--- config.mk ---
export PLATFORM = sky130hd
export DESIGN_NAME = alu_seq
export DESIGN_NICKNAME = d
export VERILOG_FILES = /design/src/rtl/alu_pkg.sv /design/src/rtl/alu_mul_iter.sv /design/src/rtl/alu_seq.sv
export SDC_FILE = /design/constraint.sdc
export NUM_CORES = 1
export LEC_CHECK = 0
export BUFFER_PORTS_ARGS = -buffer_cell sky130_fd_sc_hd__buf_2
export CAP_MARGIN = 0
export CORE_MARGIN = 4
export CORE_UTILIZATION = 59
export CTS_CLUSTER_DIAMETER = 40
export DETAILED_ROUTE_END_ITERATION = 10
export PLACE_DENSITY = 0.92
export SLEW_MARGIN = 40
export SYNTH_ARGS = -nofsm -noshare
export SYNTH_HDL_FRONTEND = slang
export SYNTH_SLANG_ARGS = --single-unit
export TNS_END_PERCENT = 10
--- constraint.sdc ---
create_clock -name clock -period 6.7 [get_ports clock]
set_input_delay 2.01 -clock clock [delete_from_list [all_inputs] [get_ports clock]]
set_output_delay 2.01 -clock clock [all_outputs]
set_load 0.02 [all_outputs]
--- src/rtl/alu_pkg.sv ---
// Shared opcodes, FSM encoding and default width for the sequential ALU stage.
package alu_pkg;
  localparam int WIDTH_DEF = 16;

  localparam logic [2:0] OP_ADD = 3'b000;
  localparam logic [2:0] OP_SUB = 3'b001;
  localparam logic [2:0] OP_AND = 3'b010;
  localparam logic [2:0] OP_OR  = 3'b011;
  localparam logic [2:0] OP_XOR = 3'b100;
  localparam logic [2:0] OP_SLL = 3'b101;
  localparam logic [2:0] OP_SRL = 3'b110;
  localparam logic [2:0] OP_MUL = 3'b111;

  typedef enum logic [1:0] {
    S_IDLE = 2'd0,
    S_MUL  = 2'd1,
    S_DONE = 2'd2
  } state_t;
endpackage

--- src/rtl/alu_mul_iter.sv ---
// Shift-add multiplier datapath: one partial product per step, WIDTH steps.
module alu_mul_iter #(
  parameter int WIDTH = 16
) (
  input  logic             clock,
  input  logic             resetn,
  input  logic             i_load,
  input  logic             i_step,
  input  logic [WIDTH-1:0] i_mcand,
  input  logic [WIDTH-1:0] i_mplier,
  output logic [WIDTH-1:0] o_sum,
  output logic             o_last
);
  localparam int CW = $clog2(WIDTH);

  logic [WIDTH-1:0] r_mcand, r_mplier, r_acc;
  logic [CW-1:0]    r_cnt;

  // Sum including this step's partial product, so the final edge can hand it out directly.
  assign o_sum  = r_acc + (r_mplier[0] ? r_mcand : '0);
  assign o_last = (r_cnt == '0);

  always_ff @(posedge clock or negedge resetn) begin
    if (!resetn) begin
      r_mcand  <= '0;
      r_mplier <= '0;
      r_acc    <= '0;
      r_cnt    <= '0;
    end else if (i_load) begin
      r_mcand  <= i_mcand;
      r_mplier <= i_mplier;
      r_acc    <= '0;
      r_cnt    <= CW'(WIDTH-1);
    end else if (i_step) begin
      r_acc    <= o_sum;
      r_mcand  <= r_mcand << 1;
      r_mplier <= r_mplier >> 1;
      r_cnt    <= r_cnt - 1'b1;
    end
  end
endmodule

--- src/rtl/alu_seq.sv ---
// Sequential ALU stage feeding the G register. Define ALU_MUL_EN for the
// iterative multiplier on opcode 111; otherwise opcode 111 is a move of B.
module alu_seq
  import alu_pkg::*;
#(
  parameter int WIDTH = WIDTH_DEF
) (
  input  logic             clock,
  input  logic             resetn,
  input  logic [WIDTH-1:0] A_in,
  input  logic             A_write,
  input  logic [WIDTH-1:0] bus_in,
  input  logic [2:0]       alu_op,
  input  logic             alu_start,
  output logic [WIDTH-1:0] G_in,
  output logic             G_write,
  output logic             alu_busy
);
  state_t           r_state, w_next;
  logic [WIDTH-1:0] r_a, r_g_in, w_res;
  logic             w_start, w_is_mul;

  assign w_start  = alu_start && (r_state == S_IDLE);
  assign G_in     = r_g_in;
  assign G_write  = (r_state == S_DONE);
  assign alu_busy = (r_state != S_IDLE);

`ifdef ALU_MUL_EN
  logic [WIDTH-1:0] w_mul_sum;
  logic             w_mul_last;

  assign w_is_mul = (alu_op == OP_MUL);

  alu_mul_iter #(.WIDTH(WIDTH)) u_mul (
    .clock    (clock),
    .resetn   (resetn),
    .i_load   (w_start && w_is_mul),
    .i_step   (r_state == S_MUL),
    .i_mcand  (r_a),
    .i_mplier (bus_in),
    .o_sum    (w_mul_sum),
    .o_last   (w_mul_last)
  );
`else
  assign w_is_mul = 1'b0;
`endif

  always_comb begin
    w_res = '0;
    case (alu_op)
      OP_ADD: w_res = r_a + bus_in;
      OP_SUB: w_res = r_a - bus_in;
      OP_AND: w_res = r_a & bus_in;
      OP_OR:  w_res = r_a | bus_in;
      OP_XOR: w_res = r_a ^ bus_in;
      OP_SLL: w_res = r_a << bus_in[3:0];
      OP_SRL: w_res = r_a >> bus_in[3:0];
`ifdef ALU_MUL_EN
      default: w_res = '0;
`else
      default: w_res = bus_in;
`endif
    endcase
  end

  always_comb begin
    w_next = r_state;
    case (r_state)
      S_IDLE: if (w_start) w_next = w_is_mul ? S_MUL : S_DONE;
`ifdef ALU_MUL_EN
      S_MUL:  if (w_mul_last) w_next = S_DONE;
`endif
      S_DONE: w_next = S_IDLE;
      default: w_next = S_IDLE;
    endcase
  end

  always_ff @(posedge clock or negedge resetn) begin
    if (!resetn) r_state <= S_IDLE;
    else         r_state <= w_next;
  end

  // A loads in any state; the start path reads r_a, i.e. the pre-edge value.
  always_ff @(posedge clock or negedge resetn) begin
    if (!resetn)      r_a <= '0;
    else if (A_write) r_a <= A_in;
  end

  always_ff @(posedge clock or negedge resetn) begin
    if (!resetn)                    r_g_in <= '0;
    else if (w_start && !w_is_mul)  r_g_in <= w_res;
`ifdef ALU_MUL_EN
    else if (r_state == S_MUL && w_mul_last) r_g_in <= w_mul_sum;
`endif
  end
endmodule

* After elaboration in Yosys (flattened, before gate mapping)
Cells that the tools add are included.
Word-level totals: register bits 34, bits of input ports 39, output and inout port bits 18, word-level logic and storage cells 25
Operators by class: $add $sub $neg 2, eq/ne operators 8, shift-type cells 2, multiplexer cells 3, bitwise gates (word level) 3, reductions and logical operators 4
Operators by type and width (count):
- $pmux W16 S7 | 1
- $add A16 B16 Y16 | 1
- $and A16 B16 Y16 | 1
- $or A16 B16 Y16 | 1
- $shl A16 B4 Y16 | 1
- $shr A16 B4 Y16 | 1
- $sub A16 B16 Y16 | 1
- $xor A16 B16 Y16 | 1
- $eq A3 B3 Y1 const B | 3
- $eq A3 B2 Y1 const B | 2
- $mux W2 | 2
- $eq A3 B1 Y1 const B | 1
- $logic_not A3 Y1 | 1
- $eq A2 B2 Y1 const B | 1
- $logic_not A2 Y1 | 1
- $ne A2 B2 Y1 const B | 1
- $reduce_bool A2 Y1 | 1
- $logic_and A1 B1 Y1 | 1

* Logic depth before layout (Yosys ltp)
Gate-level depths: netlist (run 1).
depth after elaboration 4, mapped depth 15, gate-level depth less buffers 13

* Least setup slack after synthesis (run 1)
OpenSTA, ideal clock, no wires.
kind input -> register, start input bus_in[0], end register r_g_in[13] (netlist: G_in[13]), setup time 0.110 ns, arrival time 4.799 ns, data required time 6.590 ns, slack 1.791 ns, stages on the path 14, path buffers 1, cells stage by stage inv_2 -> buf_1 -> ha_1 -> nand3_1 -> o41ai_1 -> xnor2_1 -> ha_1 -> a21oi_1 -> nand2_1 -> a211o_1 -> a31o_2 -> a21oi_1 -> xor2_1 -> o41ai_1
On the way: word-level cells in the longest chain between the ends 2, elaborated cells between the ends (all ways) 5, classes of those cells 2 x add/sub; 2 x shift; 1 x mux
RTL lines:
- start: declaration | line alu_seq.sv:12 | input logic [WIDTH-1:0] bus_in,
- $sub A16 B16 Y16, or another cell as far along | line alu_seq.sv:52 | OP_SUB: w_res = r_a - bus_in;
- $pmux W16 S7 * | line alu_seq.sv:50 | case (alu_op)
- end signal: assignment | line alu_seq.sv:91 | else if (w_start && !w_is_mul) r_g_in <= w_res;
- end: declaration | line alu_seq.sv:20 | logic [WIDTH-1:0] r_a, r_g_in, w_res;
Mark *: on every way between the ends. The rest lies on a longest branch, timed or not. A chain may end at the register's enable or synchronous reset.

* Worst setup path in the final report (run 1)
start input bus_in[0], end register r_g_in[9] (netlist: G_in[9])
Same word-level chain as after synthesis.

==> out/results.tsv, run 1 <==
metric	value	unit
worst_slack	1.602	ns
cp_data_arrival_time	5.25	ns
r2r-start	r_a[0]	
wire_per_inst	21.50	um
syn_area_per_cell	7.601	sq um
grt_pass1_wl	24.69	mm
cts-htree-levels	2	
clock_skew	0.004266	ns
intPower	465.2	uW
clock_latency	0.29	ns
swShare	44.93	%
synth_cells	601	
synth_nets	690	
crit_start	bus_in[0]	
clockBufferDepth	2	
drv_slew	0	
leakage	0.002227	uW
dr.pass1.iters	5	
timing.final.crit_share	76.09	%
dieArea	0.009214	sq mm
ant_nets	0	
hp-start	G_in[2]	
status	finished clean	
power.total	844.7	uW
finalSetupTns	0	ns
drive_gt1_share	13.79	%
critPathCaptureType	flip-flop	
hold_class	flip-flop to flip-flop	
synth-seq-area-share	18.08	%
synth_adder_area_share	13.86	%
drt-total-wl	15.69	mm
clk_pin_slew	0.07	ns
ys_types	67	
hold_viol	0	
diodes	0	
synth_edf_count	0	
cp.required	6.86	ns
cellPowerDensity	171.5	mW/mm^2
cts.repair.resized	0	
r2r_cells	10	
final_core_util	66.84	%
fillers	671	
cts_inserted_buffers	5	
grt_pass1_vias	4661	
hpwl	12.07	mm
cp-endpoint	G_in[9]	
synthMuxAreaShare	8.354	%
reg2reg_to	G_in[12]	
p_comb_share	51.3	%
cts_root_buffer	clkbuf_8	
fmax	196.2	MHz
grt_max_degree	50	
ir_drop	108.4	uV
ys_ff_latch	33	
rsz0062_at_grt	no	
synth_top_family_by_area	compound AO/OA/AOI/OAI gates	
final_common_cell	nand2_1	
viasPerCell	6.795	
ys_warn_count	0	
vias	4960	
critical_path.max_fanout	31	
fin_crit	5.098	ns
io_buffer_count	56	
cts_tree	built	
area_growth	7.833	%
drtIter0Drc	678	
coreArea	0.007370	sq mm
fin_cells	730	
synth-xor-area-share	4.793	%
core.rowCount	31	
grt_use_total	35.23	%
antenna_found_initial	0	
start_util	61.99	%
grt_overflow_total	0	
seq_power_share	30.9	%
startpoint_type	input pin	
finalSetupViolCount	0	
ys.flop_type	dfrtp_1	
slew-limit-headroom	47.25	%
nets	719	
hold_buffers	0	
synth_compound_area_share	30.98	%
layout.cells.most_common_list	nand2_1, buf_2, a21oi_1, o21ai_0, nor2_1	
fp.dieH	95.99	um
die-width	95.99	um
worstMarginPinSlew	0.7891	ns
io_pins	57	
synth_area	0.004568	sq mm
dpl.cell_count	722	
synth-async-reset-ratio	100.0	%
postCtsSetupBuffers	0	
drc	0	
cap_violations	0	
pre_cts_ws	1.405	ns
clockPowerShare	17.8	%
synth-simple-area-share	16.90	%
reg2reg_slack	4.01	ns
p_switching	379.5	uW
gp_congestion	1.055	
path_class	input pin to flip-flop	
clock-sinks	33	
layout make-up:
| class | count | area [sq um] | share of cell area, % |
|---|---|---|---|
| multi-input combinational | 489 | 3426 | 69.55 |
| sequential | 33 | 825.8 | 16.76 |
| timing repair buffer | 61 | 320.3 | 6.502 |
| inverter | 40 | 150.1 | 3.048 |
| tap | 99 | 123.9 | 2.515 |
| clock buffer | 8 | 80.08 | 1.626 |
worst min-delay path by stage:
stage	cells after the start	endpoint
after floorplan	2	G_in[4]
after global placement	2	G_in[4]
after detailed placement	2	G_in[2]
after CTS	2	G_in[2]
after global routing	2	G_in[0]
final	2	G_in[2]
Yosys cell counts (8+ instances only):
cell type  instances  area [sq um]
a211oi_1          17         127.6
a21o_1             8         60.06
a21oi_1           54         270.3
a221oi_1           8         70.07
buf_2              8         40.04
clkbuf_1          23         86.33
dfrtp_1           33         825.8
ha_1              49         613.1
inv_1             38         142.6
mux2i_1           19         190.2
mux4_2             8         180.2
nand2_1           56         210.2
nand3_1            8         40.04
nor2_1            54         202.7
nor3_1            18         90.09
o21ai_0           52         260.3
o21ai_1           12         60.06
xnor2_1           19         166.4
logic make-up after synthesis:
logic type | count (synthesis)
XOR/XNOR | 25
flip-flops | 33
adder cells (fa/ha/maj) | 50
AND/OR/NAND/NOR | 169
multiplexers | 28
AO/OA/AOI/OAI | 217
buffers and inverters | 79
critical path, stage by stage:
cell and delay (ns):
buf_2 0.11, buf_4 0.23, nor2_1 0.51, and3_1 0.29, nor2_1 0.07, xnor2_1 0.16
ha_1 0.39, nand2_1 0.10, nor3_1 0.32, a21oi_1 0.12, nand2_1 0.18, xor2_1 0.11
a2111oi_0 0.54, nor3_1 0.12
routing by layer:
| metal | part of all wire [%] | vias to the layer above | track usage [%] |
|---|---|---|---|
| li1 | - | 2265 | - |
| met1 | 41 | 2309 | 47.50 |
| met2 | 45 | 341 | 55.49 |
| met3 | 12 | 45 | 8.522 |
| met4 | 2.9 | 0 | 10.78 |
| met5 | 0 | - | 0 |
power groups by stage:
stage	sequential (uW)	clock, uW	combinational [uW]
after floorplan	278	0	278
after global placement	262	0	412
final	261	150	433
after detailed placement	263	0	421
after CTS	260	153	424
after global routing	264	162	474
state kept, by name (all words and copies together) (netlist names):
| register | flops |
|---|---|
| r_a | 16 |
| G_in | 16 |
| r_state | 1 |
per-stage QoR:
stage | area, sq um | hold slack [ns]
global placement | 4838 | 0.4645
floorplan | 4568 | 0.5900
detailed placement | 4841 | 0.4746
finish | 4926 | 0.4823
CTS | 4921 | 0.4899
global route | 4926 | 0.5141
(Power assumes the default switching activity.)
==> run 2, diff against run 1 <==
--- a/config.mk
+++ b/config.mk
@@ -8,10 +8,10 @@
 export BUFFER_PORTS_ARGS = -buffer_cell sky130_fd_sc_hd__buf_2
 export CAP_MARGIN = 0
 export CORE_MARGIN = 4
-export CORE_UTILIZATION = 59
+export CORE_UTILIZATION = 54
 export CTS_CLUSTER_DIAMETER = 40
 export DETAILED_ROUTE_END_ITERATION = 10
-export PLACE_DENSITY = 0.92
+export PLACE_DENSITY = 0.89
 export SLEW_MARGIN = 40
 export SYNTH_ARGS = -nofsm -noshare
 export SYNTH_HDL_FRONTEND = slang
==> constraint.sdc (replaced) <==
create_clock -name clock -period 4.5 [get_ports clock]
set_input_delay 1.35 -clock clock [delete_from_list [all_inputs] [get_ports clock]]
set_output_delay 1.35 -clock clock [all_outputs]
set_load 0.02 [all_outputs]
==> run 2 against run 1 <==
  * First-iteration DRC count decreased by 36%
  * Final area increased by 3.3%
  * Global-route usage increased by 0.064 points
  * Clock power increased by 110%
  * Non-clock buffer count increased by 16
==> out/results.tsv, run 2 (synthesized netlist as in run 1, its figures left out) <==
metric	value	unit
cap_violations	0	
rsz0062_at_grt	no	
dr.pass1.iters	5	
cts.repair.resized	0	
io_pins	57	
critPathCaptureType	flip-flop	
grt_pass1_vias	4848	
postCtsSetupBuffers	0	
antenna_found_initial	0	
cts_inserted_buffers	5	
hold_viol	0	
grt_use_met1	48.18	%
wire_per_inst	23.27	um
path_cells	buf_2 -> nor4_4 -> nand3_1 -> o21ai_0 -> xnor2_1 -> ha_1 -> nand2_1 -> nor3_1 -> a21oi_1 -> nand2_1 -> xor2_1 -> a2111oi_0 -> nor3_1	
r2r_cells	8	
timing.final.crit_share	93.34	%
clockBufferDepth	2	
cp.required	4.65	ns
drt-total-wl	17.50	mm
grt_max_degree	50	
viasPerCell	6.751	
grt_use_total	35.29	%
core.rowCount	33	
fin_crit	4.200	ns
ir_drop	138.8	uV
drive_gt1_share	16.07	%
status	finished clean	
drc	0	
clock_latency	0.30	ns
vias	5077	
nets	735	
final_core_util	61.93	%
hold_buffers	0	
start_util	55.60	%
critPathSlowestCell	a2111oi_0	
clock-sinks	33	
clock_skew	0.009154	ns
hpwl	13.92	mm
cp-endpoint	G_in[9]	
io_buffer_count	56	
critical_path.max_fanout	6	
grt_overflow_total	0	
dieArea	0.009995	sq mm
startpoint_type	input pin	
hold_class	flip-flop to flip-flop	
worstMarginPinSlew	0.5820	ns
diodes	0	
ant_nets	0	
gp_congestion	1.007	
cellPowerDensity	270.6	mW/mm^2
path_class	input pin to flip-flop	
grt_use_met3	8.131	%
grt_most_used_layer	met2	
reg2reg_to	G_in[9]	
reg2reg_slack	1.77	ns
drv_slew	0	
r2r-start	r_a[8]	
cp_data_arrival_time	4.35	ns
leakage	0.002322	uW
finalSetupViolCount	0	
clk_pin_slew	0.07	ns
fp.dieH	99.98	um
die-width	99.98	um
coreArea	0.008217	sq mm
crit_start	bus_in[2]	
gr-usage-met2	55.21	%
cts_root_buffer	clkbuf_8	
cts-htree-levels	2	
final_common_cell	nand2_1	
finalSetupTns	0	ns
grt_pass1_wl	27.25	mm
cts_tree	built	
layout.cells.most_common_list	nand2_1, buf_2, nor2_1, a21oi_1, o21ai_0	
slowest_delay	0.59	ns
area_growth	11.39	%
slew-limit-headroom	60.20	%
drtIter0Drc	434	
fmax	238.1	MHz
-- run 2: cell count changes in the layout (fill, tap and decap cells not counted), moves of 2 or more --
cell and change:
buf_4 +16, clkbuf_1 -3, nor2_1 +2, nor2_2 -2
-- run 2: routing by layer --
metal	vias to the layer above	share of wire (%)	wire length, um
li1	2301	-	-
met4	0	3.4	592
met3	55	11	2008
met5	-	0	0
met1	2380	41	7186
met2	341	44	7709
-- run 2: per-stage QoR --
stage                     total power (uW)  instance area, sq um  worst slack (ns)  cells  hold WS [ns]
final                                 1377                  5089            0.2996    752        0.4790
after global routing                  1452                  5089           0.05605    752        0.5132
after CTS                             1358                  5086            0.3791    752        0.4857
after detailed placement              1052                  4966           0.09325    744        0.4688
after global placement                1040                  4966           0.04115    744        0.4612
after floorplan                      827.5                  4568            0.2512    601        0.5900
-- run 2: final cells by class --
type,instances,area (sq um)
clock buffer,6,82.58
clock inverter,2,37.54
inverter,40,150.1
timing repair buffer,77,440.4
multi-input combinational,489,3421
fill,786,3128
tap,105,131.4
sequential,33,825.8
-- run 2: how the worst min path moves through the flow --
stage,start,endpoint,slack [ns],depth (start not counted)
global route,G_in[6],G_in[6],0.51,2
detailed placement,G_in[4],G_in[4],0.47,2
CTS,G_in[4],G_in[4],0.49,2
floorplan,G_in[4],G_in[4],0.59,2
global placement,G_in[4],G_in[4],0.46,2
finish,G_in[4],G_in[4],0.48,2
-- run 2: worst max-delay path, delay by kind of cell --
family / cells / cell delay [ns]
buf+inv: 1 / 0.17
compound gates: 3 / 0.93
fa+ha+maj: 1 / 0.42
xor+xnor: 2 / 0.21
simple gates: 6 / 1.26
-- run 2: report_power, final --
group,internal [uW],total [uW],switching (uW),leakage (uW)
logic,256,680,424,0.00187
registers,339,388,49.7,0.000397
clock network,180,309,129,0.0000574
